**src/rtl/alu_seq.sv**
```systemverilog
// rtl/alu_seq.sv - sequential ALU feeding the accumulator: 1-cycle ops plus a WIDTH-cycle shift-add multiply
module alu_seq #(
    parameter int WIDTH = 32
) (
    input  logic             clk,
    input  logic             rst,
    input  logic             start,
    input  logic [2:0]       opcode,
    input  logic [WIDTH-1:0] accumulatorIn,
    input  logic [WIDTH-1:0] operand,
    output logic             busy,
    output logic             done,
    output logic [WIDTH-1:0] result,
    output logic             carry,
    output logic             zero
);

    localparam int CW = (WIDTH > 1) ? $clog2(WIDTH) : 1;
    localparam logic [2:0] OP_ADD = 3'b000;
    localparam logic [2:0] OP_SUB = 3'b001;
    localparam logic [2:0] OP_AND = 3'b010;
    localparam logic [2:0] OP_OR  = 3'b011;
    localparam logic [2:0] OP_XOR = 3'b100;
    localparam logic [2:0] OP_MUL = 3'b101;
    localparam logic [2:0] OP_LD  = 3'b110;

    typedef enum logic [1:0] {IDLE, EXEC, MULT} state_t;

    state_t               state_q, state_d;
    logic [2:0]           op_q, op_d;
    logic [WIDTH-1:0]     a_q, a_d, b_q, b_d;
    logic [2*WIDTH-1:0]   mcand_q, mcand_d, prod_q, prod_d;
    logic [CW-1:0]        cnt_q, cnt_d;
    logic [WIDTH-1:0]     result_q, result_d;
    logic                 carry_q, carry_d, zero_q, zero_d, done_q, done_d;

    logic [WIDTH:0]       sum_w;
    logic [WIDTH-1:0]     alu_res;
    logic                 alu_c;
    logic [2*WIDTH-1:0]   prod_next;

    // Single-cycle datapath; SUB reuses the adder so carry means "no borrow".
    always_comb begin
        sum_w   = '0;
        alu_res = a_q;
        alu_c   = 1'b0;
        case (op_q)
            OP_ADD: begin
                sum_w   = {1'b0, a_q} + {1'b0, b_q};
                alu_res = sum_w[WIDTH-1:0];
                alu_c   = sum_w[WIDTH];
            end
            OP_SUB: begin
                sum_w   = {1'b0, a_q} + {1'b0, ~b_q} + (WIDTH+1)'(1);
                alu_res = sum_w[WIDTH-1:0];
                alu_c   = sum_w[WIDTH];
            end
            OP_AND:  alu_res = a_q & b_q;
            OP_OR:   alu_res = a_q | b_q;
            OP_XOR:  alu_res = a_q ^ b_q;
            OP_LD:   alu_res = b_q;
            default: alu_res = a_q;
        endcase
    end

    // Multiplier bits are consumed LSB first out of b_q while the multiplicand shifts up.
    assign prod_next = prod_q + (b_q[0] ? mcand_q : '0);

    always_comb begin
        state_d  = state_q;
        op_d     = op_q;
        a_d      = a_q;
        b_d      = b_q;
        mcand_d  = mcand_q;
        prod_d   = prod_q;
        cnt_d    = cnt_q;
        result_d = result_q;
        carry_d  = carry_q;
        zero_d   = zero_q;
        done_d   = 1'b0;
        case (state_q)
            IDLE: begin
                if (start) begin
                    op_d    = opcode;
                    a_d     = accumulatorIn;
                    b_d     = operand;
                    mcand_d = {{WIDTH{1'b0}}, accumulatorIn};
                    prod_d  = '0;
                    cnt_d   = '0;
                    state_d = (opcode == OP_MUL) ? MULT : EXEC;
                end
            end
            EXEC: begin
                result_d = alu_res;
                carry_d  = alu_c;
                zero_d   = (alu_res == '0);
                done_d   = 1'b1;
                state_d  = IDLE;
            end
            MULT: begin
                prod_d  = prod_next;
                mcand_d = mcand_q << 1;
                b_d     = b_q >> 1;
                cnt_d   = cnt_q + CW'(1);
                if (cnt_q == CW'(WIDTH - 1)) begin
                    result_d = prod_next[WIDTH-1:0];
                    carry_d  = |prod_next[2*WIDTH-1:WIDTH];
                    zero_d   = (prod_next[WIDTH-1:0] == '0);
                    done_d   = 1'b1;
                    state_d  = IDLE;
                end
            end
            default: state_d = IDLE;
        endcase
    end

    always_ff @(posedge clk) begin
        if (rst) begin
            state_q  <= IDLE;
            op_q     <= '0;
            a_q      <= '0;
            b_q      <= '0;
            mcand_q  <= '0;
            prod_q   <= '0;
            cnt_q    <= '0;
            result_q <= '0;
            carry_q  <= 1'b0;
            zero_q   <= 1'b0;
            done_q   <= 1'b0;
        end else begin
            state_q  <= state_d;
            op_q     <= op_d;
            a_q      <= a_d;
            b_q      <= b_d;
            mcand_q  <= mcand_d;
            prod_q   <= prod_d;
            cnt_q    <= cnt_d;
            result_q <= result_d;
            carry_q  <= carry_d;
            zero_q   <= zero_d;
            done_q   <= done_d;
        end
    end

    assign busy   = (state_q != IDLE);
    assign done   = done_q;
    assign result = result_q;
    assign carry  = carry_q;
    assign zero   = zero_q;

endmodule
```
**config.mk**
```make
export PLATFORM = sky130hd
export DESIGN_NAME = alu_seq
export DESIGN_NICKNAME = d
export VERILOG_FILES = /design/src/rtl/alu_seq.sv
export SDC_FILE = /design/constraint.sdc
export NUM_CORES = 1
export LEC_CHECK = 0
export ABC_AREA = 1
export BUFFER_PORTS_ARGS = -buffer_cell sky130_fd_sc_hd__buf_2
export CAP_MARGIN = 40
export CORE_AREA = 2 2 178 215
export DETAILED_ROUTE_END_ITERATION = 8
export DIE_AREA = 0 0 180 217
export HOLD_SLACK_MARGIN = 0.06
export PLACE_DENSITY = 0.78
export SYNTH_ARGS = -nofsm -noshare
export SYNTH_HDL_FRONTEND = slang
export SYNTH_SLANG_ARGS = --single-unit
export TNS_END_PERCENT = 20
```
**constraint.sdc**
```tcl
create_clock -name clk -period 5.3 [get_ports clk]
set_input_delay 1.06 -clock clk [delete_from_list [all_inputs] [get_ports clk]]
set_output_delay 1.06 -clock clk [all_outputs]
set_load 0.05 [all_outputs]
```
==> impl_metrics.csv <==
group,metric,value,unit
pwr,p_int,3470,uW
timing,fin_crit,3.62,ns
clock_network,cts_hold_buf,0,
finish,final_cell_mix,"nand2_1 (1232), inv_1 (532), a21oi_1 (300)",
global_routing,grt.overflow.total,0,
logic_synthesis,synth_cells,3793,
floorplanning,dieArea,0.0391,mm^2
timing,fin_setup_tns,0,ns
clock_network,post_cts_resize_count,0,
global_routing,antenna_found_initial,0,
setup_path,cp_common_cell,"nand2_1",
finish,mostFrequentLayoutCell,"nand2_1",
setup_path,crit_arrival,4.07,ns
routing,ant_nets,0,
timing,period_share,0.683,
pwr,combPwrFrac,0.309,
placement,port-buffer-count,105,
clock_network,numCtsBuffers,27,
setup_path,crit_type,"reg -> reg",
pwr,power.density,240,mW/mm^2
timing,slew_viol_final,0,
routing,vias,25000,
setup_path,cp_slowest_stage_delay,0.38,ns
pwr,p_switching,2190,uW
global_routing,grt_pass1_wl,129,mm
logic_synthesis,synth_edf_count,0,
placement,place.gp.congestion,1.07,
logic_synthesis,synth.avg_cell_area,5.81,um^2
timing,worst_pin_slew,0.884,ns
clock_network,clk_latency,0.58,ns
global_routing,grt_max_degree,92,
logic_synthesis,async_flop_share,0,
logic_synthesis,synthFlopType,"dfxtp_1",
min_path,hp-class,"reg -> reg",
floorplanning,die_width,180,um
logic_synthesis,syn_area,0.0220,mm^2
routing,routed_via_density,5.80,
setup_path,critPathSlowestCell,"dfxtp_2",
run_status,status,"complete, no violations",
setup_path,crit_path_start_kind,"register",
clock_network,cts.root.buffer_cell,"clkbuf_16",
timing,clock_skew,0.0199,ns
routing,finalWirelength,83.9,mm
timing,slew_headroom,0.411,
setup_path,critPathMaxFanout,64,
floorplanning,rows,78,
pwr,power_frac_clock,0.343,
logic_synthesis,ys_seq_elements,237,
clock_network,clockBufferDepth,3,
timing,clock.fmax,276,MHz
setup_path,crit_chain,"buf_12 > nand2_1 > inv_1 > ha_1 > a21oi_1 > inv_1 > nor2_1 > nand2_2 > nand2_1 > nand2_2 > nand2_1 > nand2_1 > nand2_1 > nand3b_1 > nand2_1 > nand2_1 > nor2_1 > nand2_1 > nor2_1 > nand2_1 > nand2_1 > a21oi_1",
logic_synthesis,synth_nets,4039,
routing,first_pass_iters,6,
floorplanning,fp.dieH,217,um
routing,drc,0,
global_routing,grt_usage,0.417,
finish,drive_above_1_share,0.0837,
finish,utilization,0.634,
finish,syn2layout_area_growth,6.90,%
logic_synthesis,synth_cell_types,44,
timing,finalHoldViolCount,0,
pwr,leakagePower,0.0118,uW
clock_network,path_clk_slew,0.06,ns
timing,rsz0062_at_grt,"false",
clock_network,htree_levels,1,
finish,fin_nets,4051,
routing,drt_iter0_markers,2303,
routing,wl_per_cell,19.5,um
setup_path,crit_required,5.75,ns
placement,hpwl,66.1,mm
logic_synthesis,yosys_warnings,0,
pwr,fin_total_pwr,5660,uW
floorplanning,boundaryPins,106,
pwr,seqPwrFrac,0.348,
floorplanning,start_util,0.593,
pwr,p_sw_frac,0.387,
pwr,ir_worst_vdd,0.000277,V
setup_path,critPathCaptureType,"register",
clock_network,clock_sinks,237,
clock_network,cts_setup_buffers,0,
global_routing,first_global_vias,24000,
floorplanning,coreArea,0.0372,mm^2
finish,diodes,0,
timing,setup_violations,0,
logic_synthesis,seq_area_frac_synth,0.215,
job,cap_violations,0,
clock_network,cts_tree,"done",
synth_stat cells (37+ instances only):
master / n / area, um^2
a21oi_1: 300 / 1500
a31oi_1: 62 / 388
clkbuf_1: 97 / 364
dfxtp_1: 237 / 4740
ha_1: 173 / 2160
inv_1: 534 / 2000
nand2_1: 1233 / 4630
nand2_2: 37 / 231
nand3_1: 253 / 1270
nand4_1: 55 / 344
nor2_1: 292 / 1100
nor2_2: 39 / 244
o21ai_0: 217 / 1090
kinds of logic (layout without fill, tap and decap cells):
| logic type | count (synthesis) | after routing | share of synthesized area |
|---|---|---|---|
| AOI/OAI and AO/OA | 662 | 662 | 0.162 |
| DFF | 237 | 237 | 0.215 |
| buffers and inverters | 704 | 735 | 0.129 |
| and+or+nand+nor | 1982 | 1982 | 0.380 |
| adders and majority gates | 176 | 176 | 0.101 |
| xor gates and xnor gates | 32 | 32 | 0.0127 |
power groups by stage:
stage	Combinational [uW]	Sequential, uW	Clock, uW
global placement	1680	2000	0
floorplan	1170	2050	0
finish	1750	1970	1940
CTS	1700	1960	1950
global route	1900	1970	2000
detailed placement	1690	2000	0
cell type report:
type                            instances  area, um^2
Multi-Input combinational cell       2852       14500
Fill cell                            3804       13600
Sequential cell                       237        4750
Inverter                              560        2120
Clock buffer                           36         769
Timing Repair Buffer                  127         718
Tap cell                              480         601
Clock inverter                         12         128
flip-flops by register name, summed over array words and instances, names as in the netlist:
name,flops
op_q,3
zero,1
carry,1
result,32
cnt_q,5
done,1
b_q,32
prod_q,64
a_q,32
mcand_q,64
state_q,2
worst paths after layout:
path | startpoint | endpoint | slack (ns) | depth (start not counted)
max | b_q[0]$_SDFFE_PP0P_ | carry$_SDFFE_PP0P_ | 1.68 | 22
min | mcand_q[63]$_SDFFE_PP0P_ | mcand_q[63]$_SDFFE_PP0P_ | 0.46 | 2
max reg2reg | b_q[0]$_SDFFE_PP0P_ | carry$_SDFFE_PP0P_ | 1.68 | 22
min reg2reg | mcand_q[63]$_SDFFE_PP0P_ | mcand_q[63]$_SDFFE_PP0P_ | 0.46 | 2
stage by stage:
step	worst slack, ns	std cells	hold WS, ns	cell area, um^2
2_1_floorplan	2.43	3793	0.441	22000
3_3_place_gp	1.84	4255	0.450	22600
3_5_place_dp	1.77	4256	0.456	22700
4_1_cts	1.77	4304	0.466	23600
5_1_grt	1.39	4304	0.488	23600
6_report	1.68	4304	0.462	23600
critical path: cells and delay by family (launching register included):
family / cells / cell delay, ns
AND/OR/NAND/NOR: 16 / 2.00
AO/OA/AOI/OAI: 2 / 0.36
adder cells (fa/ha/maj): 1 / 0.27
flip-flops: 1 / 0.38
buffers and inverters: 3 / 0.45
metal layers:
metal / part of all wire / track usage / vias up
li1: - / - / 12200
met1: 0.36 / 0.452 / 11300
met2: 0.48 / 0.736 / 1141
met3: 0.070 / 0.0519 / 358
met4: 0.091 / 0.331 / 0
met5: 0 / 0 / -
No activity file was read; power rests on OpenSTA's default activity.
